===== src/rtl/uart_baud_tx.sv =====
// uart_baud_tx: UART transmitter with two selectable baud rates and fixed-pattern data.
// Define UART_TX_PARITY_EN to insert an even-parity bit between data and stop.
module uart_baud_tx #(
    parameter int CLK_HZ    = 50000000,
    parameter int BAUD_FAST = 9600,
    parameter int BAUD_SLOW = 2400
) (
    input  logic clk,
    input  logic rst,
    input  logic start,
    input  logic baud_sel,
    input  logic word8,
    input  logic stop2,
    input  logic bitmode,
    output logic txd,
    output logic rts,
    output logic busy,
    output logic finished
);
    localparam int DIV_FAST = CLK_HZ / BAUD_FAST;
    localparam int DIV_SLOW = CLK_HZ / BAUD_SLOW;
    localparam int DIV_MAX  = (DIV_FAST > DIV_SLOW) ? DIV_FAST : DIV_SLOW;
    localparam int CW       = $clog2(DIV_MAX + 1);
    localparam logic [CW-1:0] LAST_FAST = CW'(DIV_FAST - 1);
    localparam logic [CW-1:0] LAST_SLOW = CW'(DIV_SLOW - 1);

`ifdef UART_TX_PARITY_EN
    typedef enum logic [2:0] {IDLE, START, DATA, PARITY, STOP} state_t;
`else
    typedef enum logic [1:0] {IDLE, START, DATA, STOP} state_t;
`endif

    state_t        state, state_n;
    logic [CW-1:0] baud_cnt, baud_n;
    logic [2:0]    bit_cnt, bit_n;
    logic          cfg_sel, cfg_w8, cfg_s2, cfg_bm;
    logic          sel_n, w8_n, s2_n, bm_n;
    logic          fin_q, fin_n;
    logic [CW-1:0] baud_last;
    logic          bit_end;
    logic [2:0]    data_last;
    logic [2:0]    stop_last;

    // Divisor follows the configuration latched at acceptance
    assign baud_last = cfg_sel ? LAST_SLOW : LAST_FAST;
    assign bit_end   = (baud_cnt == baud_last);
    assign data_last = cfg_w8 ? 3'd7 : 3'd6;
    assign stop_last = {2'b00, cfg_s2};

    always_ff @(posedge clk or posedge rst) begin
        if (rst) begin
            state    <= IDLE;
            baud_cnt <= '0;
            bit_cnt  <= '0;
            cfg_sel  <= 1'b0;
            cfg_w8   <= 1'b0;
            cfg_s2   <= 1'b0;
            cfg_bm   <= 1'b0;
            fin_q    <= 1'b0;
        end else begin
            state    <= state_n;
            baud_cnt <= baud_n;
            bit_cnt  <= bit_n;
            cfg_sel  <= sel_n;
            cfg_w8   <= w8_n;
            cfg_s2   <= s2_n;
            cfg_bm   <= bm_n;
            fin_q    <= fin_n;
        end
    end

    always_comb begin
        state_n = state;
        baud_n  = '0;
        bit_n   = bit_cnt;
        sel_n   = cfg_sel;
        w8_n    = cfg_w8;
        s2_n    = cfg_s2;
        bm_n    = cfg_bm;
        fin_n   = 1'b0;
        if (state != IDLE) begin
            baud_n = bit_end ? '0 : baud_cnt + CW'(1);
        end
        unique case (state)
            IDLE: begin
                bit_n = '0;
                if (start) begin
                    state_n = START;
                    sel_n   = baud_sel;
                    w8_n    = word8;
                    s2_n    = stop2;
                    bm_n    = bitmode;
                end
            end
            START: begin
                if (bit_end) begin
                    state_n = DATA;
                    bit_n   = '0;
                end
            end
            DATA: begin
                if (bit_end) begin
                    if (bit_cnt == data_last) begin
                        bit_n = '0;
`ifdef UART_TX_PARITY_EN
                        state_n = PARITY;
`else
                        state_n = STOP;
`endif
                    end else begin
                        bit_n = bit_cnt + 3'd1;
                    end
                end
            end
`ifdef UART_TX_PARITY_EN
            PARITY: begin
                if (bit_end) begin
                    state_n = STOP;
                    bit_n   = '0;
                end
            end
`endif
            STOP: begin
                if (bit_end) begin
                    if (bit_cnt == stop_last) begin
                        state_n = IDLE;
                        bit_n   = '0;
                        fin_n   = 1'b1;
                    end else begin
                        bit_n = bit_cnt + 3'd1;
                    end
                end
            end
            default: state_n = IDLE;
        endcase
    end

    always_comb begin
        txd = 1'b1;
        unique case (state)
            START:   txd = 1'b0;
            DATA:    txd = cfg_bm;
`ifdef UART_TX_PARITY_EN
            // Even parity of N identical bits: set only for 7 ones
            PARITY:  txd = cfg_bm & ~cfg_w8;
`endif
            default: txd = 1'b1;
        endcase
    end

    assign busy     = (state != IDLE);
    assign rts      = busy;
    assign finished = fin_q;
endmodule


===== config.mk =====
export PLATFORM = sky130hd
export DESIGN_NAME = uart_baud_tx
export DESIGN_NICKNAME = d
export VERILOG_FILES = /design/src/rtl/uart_baud_tx.sv
export SDC_FILE = /design/constraint.sdc
export NUM_CORES = 1
export LEC_CHECK = 0
export BUFFER_PORTS_ARGS = -buffer_cell sky130_fd_sc_hd__buf_4
export CORE_MARGIN = 2
export CORE_UTILIZATION = 30
export DETAILED_ROUTE_END_ITERATION = 8
export PLACE_DENSITY = 0.46
export SYNTH_ARGS = -nofsm -noshare
export SYNTH_HDL_FRONTEND = slang
export SYNTH_SLANG_ARGS = --single-unit

===== constraint.sdc =====
create_clock -name clk -period 2.45 [get_ports clk]
set_input_delay 0.245 -clock clk [delete_from_list [all_inputs] [get_ports clk]]
set_output_delay 0.245 -clock clk [all_outputs]
set_load 0.01 [all_outputs]

==> results by group <==
Floorplan
  • Full die area: 5080 um^2
  • Core box area: 4350 um^2
  • Die X: 71.3 um
  • Die height: about 71 um
  • Row cnt: 24
  • Initial cell density of the core: 0.312
  • IO Pins: 11

Layout
  • Layout cells sized above 1: 0.154
  • Final net count: between 150 and 200
  • Final Cell Area: 1520 um^2
  • Layout area overhead: 11.6%
  • Antenna diodes: 0

STA
  • Maximum clock rate: 503 MHz
  • Slew headroom: 0.643
  • Fin Setup TNS: 0 ns
  • Final worst-path cycle share: 0.812
  • Worst Skew: 0.00645 ns
  • RSZ-0062 raised after global routing: no
  • Worst Max-Slew Pin Slew: approximately 0.54 ns
  • Min Tclk post-route: between 1.5 and 2 ns
  • Final setup vio count: 0
  • Slew Viols, Final: 0
  • Hold Vio Cnt, Final: 0

Global route
  • Largest net degree at the start of global routing: 26
  • First-pass GRT wire length: around 4.3 mm
  • Overflow after GRT: 0
  • Initial antenna violation count: 0
  • GRT Util Overall: 0.108
  • Vias in the first global route: 906

Synthesis
  • Post-synthesis sequential area ratio: 0.461
  • Post-Synthesis Cell Area: 1360 um^2
  • Distinct cells, synth: 32
  • Synth Instances: 132
  • Flops & latches, synth: 25
  • Synthesis warning total: 0
  • Syn Area/Cell: 10.3 um^2
  • Syn_nets: 146

Power
  • Switching pwr: 135 uW
  • Gate power share: 0.025
  • Power per cell area: 443 nW/um^2
  • Internal power: ~540 uW
  • Final Power: between 600 and 700 uW
  • Lkg Pwr: 0.000702 uW
  • Sequential share of power: 0.614
  • Maximum vdd drop: 0.229 mV
  • Switching part of the total power: 0.202
  • Clock power frac: 0.361

Route
  • Vias per cell: roughly 4.8
  • Post-route ant nets: 0
  • Routed WL per cell: 12.3 um
  • Drt total wl: 2.40 mm
  • DRT iter0 DRCs: 38
  • Drt first pass iters: 6
  • Via Count: about 930
  • DRC: 0

Worst setup path
  • Crit Path Category: register to register
  • Worst EP required: around 2.6 ns
  • Worst r2r src: baud_cnt[11]
  • Setup crit start kind: register
  • Worst path arrival time: 2.14 ns
  • CP max FO: 6
  • CP endpoint kind: register
  • Worst setup startpoint: baud_cnt[11]

Clock network
  • Root buffer cell: clkbuf_8
  • Clock Sinks: 25
  • CTS buffer count: 3
  • Post-CTS setup buffer count: 0
  • CTS clk-pin slew, worst paths: 0.09 ns
  • # resized after CTS: 0
  • CTS max path bufs: 2
  • CTS tree: done
  • Worst skew pair latency: 0.26 ns
  • H-tree depth: 1
  • Cts hold-fix bufs: 0

Placement
  • Cell Area, Placed: ~1500 um^2
  • Gpl congestion: 0.788
  • DP Wirelength: around 1.8 mm
  • PortBufs: 10

Worst hold path
  • Min-Delay Path Class: input port to asynchronous set/reset pin

Outcome
  • Outcome: completed

Job
  • Max Cap Viol: 0
-- kinds of logic (layout without fill, tap and decap cells) --
logic type / Yosys count / after routing / synth area share
and+or+nand+nor: 53 / 53 / 0.194
DFF: 25 / 25 / 0.461
xor gates and xnor gates: 15 / 15 / 0.0968
buffers and inverters: 15 / 26 / 0.0562
AOI/OAI and AO/OA: 10 / 10 / 0.0710
adders and majority gates: 7 / 7 / 0.0645
muxes: 7 / 7 / 0.0562
-- cells in the final DEF (no fill, tap or decap), types with 3 or more instances in the layout --
cell and n:
xor2_1 7, clkbuf_8 3, ha_1 7, and3_1 3, buf_4 11, nand2_1 9, nand3_1 7, dfrtp_1 25
nor3_1 4, xnor2_1 8, inv_1 11, nor4b_1 3, mux2_2 4, nor2_1 20
-- stage by stage --
| step | cells | worst slack, ns | util | hold slack (ns) |
|---|---|---|---|---|
| 2_1_floorplan | 132 | 0.615 | - | 0.272 |
| 3_3_place_gp | 191 | 0.506 | 0.338 | 0.330 |
| 3_5_place_dp | 191 | 0.456 | 0.338 | 0.330 |
| 4_1_cts | 195 | 0.436 | 0.348 | 0.0336 |
| 5_1_grt | 195 | 0.249 | 0.348 | 0.0561 |
| 6_report | 195 | 0.460 | 0.348 | 0.0197 |
-- synth_stat cells --
| master | count | area share |
|---|---|---|
| or2_1 | 1 | 0.0046 |
| mux2i_1 | 2 | 0.015 |
| dfrtp_1 | 25 | 0.46 |
| buf_6 | 2 | 0.017 |
| ha_1 | 7 | 0.065 |
| and4b_1 | 1 | 0.0074 |
| mux2_1 | 1 | 0.0083 |
| nand2_1 | 9 | 0.025 |
| o21ai_0 | 2 | 0.0074 |
| mux2_2 | 4 | 0.033 |
| or3_1 | 1 | 0.0046 |
| and4_1 | 1 | 0.0065 |
| and3_1 | 3 | 0.014 |
| nor2_1 | 20 | 0.055 |
| a21boi_0 | 1 | 0.0055 |
| nor3_1 | 4 | 0.015 |
| and2_1 | 1 | 0.0046 |
| o2111a_2 | 1 | 0.0092 |
| inv_1 | 11 | 0.030 |
| o211ai_1 | 1 | 0.0055 |
| xnor2_1 | 8 | 0.052 |
| a32oi_2 | 1 | 0.012 |
| nand3_1 | 7 | 0.026 |
| nand4_1 | 1 | 0.0046 |
| xor2_1 | 7 | 0.045 |
| o31ai_1 | 2 | 0.011 |
| buf_4 | 1 | 0.0055 |
| o31ai_4 | 1 | 0.016 |
| buf_2 | 1 | 0.0037 |
| nor4b_1 | 3 | 0.019 |
| o22ai_1 | 1 | 0.0046 |
| or3b_4 | 1 | 0.0083 |
-- registers in the layout, summed over array words and instances (netlist names) --
| name | flops |
|---|---|
| bit_cnt | 3 |
| cfg_bm | 1 |
| state | 2 |
| finished | 1 |
| cfg_sel | 1 |
| baud_cnt | 15 |
| cfg_s2 | 1 |
| cfg_w8 | 1 |
-- layer usage --
metal	track usage	wire length (um)	vias to the layer above
li1	-	-	468
met1	0.152	1240	442
met2	0.163	1070	15
met3	0.0169	56	2
met4	0.0503	34	0
met5	0	0	-
-- cell type report --
| cell class | instances | area, um^2 |
|---|---|---|
| clock buffers | 4 | 45.0 |
| fillers | 437 | 2840 |
| inverters | 11 | 41.3 |
| multi-input cells | 92 | 656 |
| flip-flops and latches | 25 | 626 |
| well taps | 52 | 65.1 |
| repair buffers | 11 | 82.6 |
-- critical path: stages (launching register included) --
cell and delay [ns]:
dfrtp_1 0.42, nor4b_1 0.33, o211ai_1 0.22, o31ai_4 0.30, o2111a_2 0.28, mux2_1 0.32
-- power groups by stage --
| stage | Combinational (uW) | Sequential (uW) | Clock (uW) |
|---|---|---|---|
| after floorplan | 6.20 | 420 | 0 |
| after global placement | 17.6 | 420 | 0 |
| after detailed placement | 17.8 | 420 | 0 |
| after CTS | 17.8 | 412 | 257 |
| after global routing | 19.6 | 412 | 275 |
| final | 16.7 | 412 | 242 |
-- path summary, 6_finish.rpt --
kind | end | slack [ns] | depth (start not counted)
worst max-delay path | state[1] | 0.46 | 5
worst min-delay path | baud_cnt[4] | 0.02 | 3
worst max register to register | state[1] | 0.46 | 5
worst min register to register | baud_cnt[0] | 0.49 | 1
max in group asynchronous | bit_cnt[2] | 2.18 | 3
min in group clk | cfg_bm | 0.21 | 2
No activity file was read; power rests on OpenSTA's default activity.
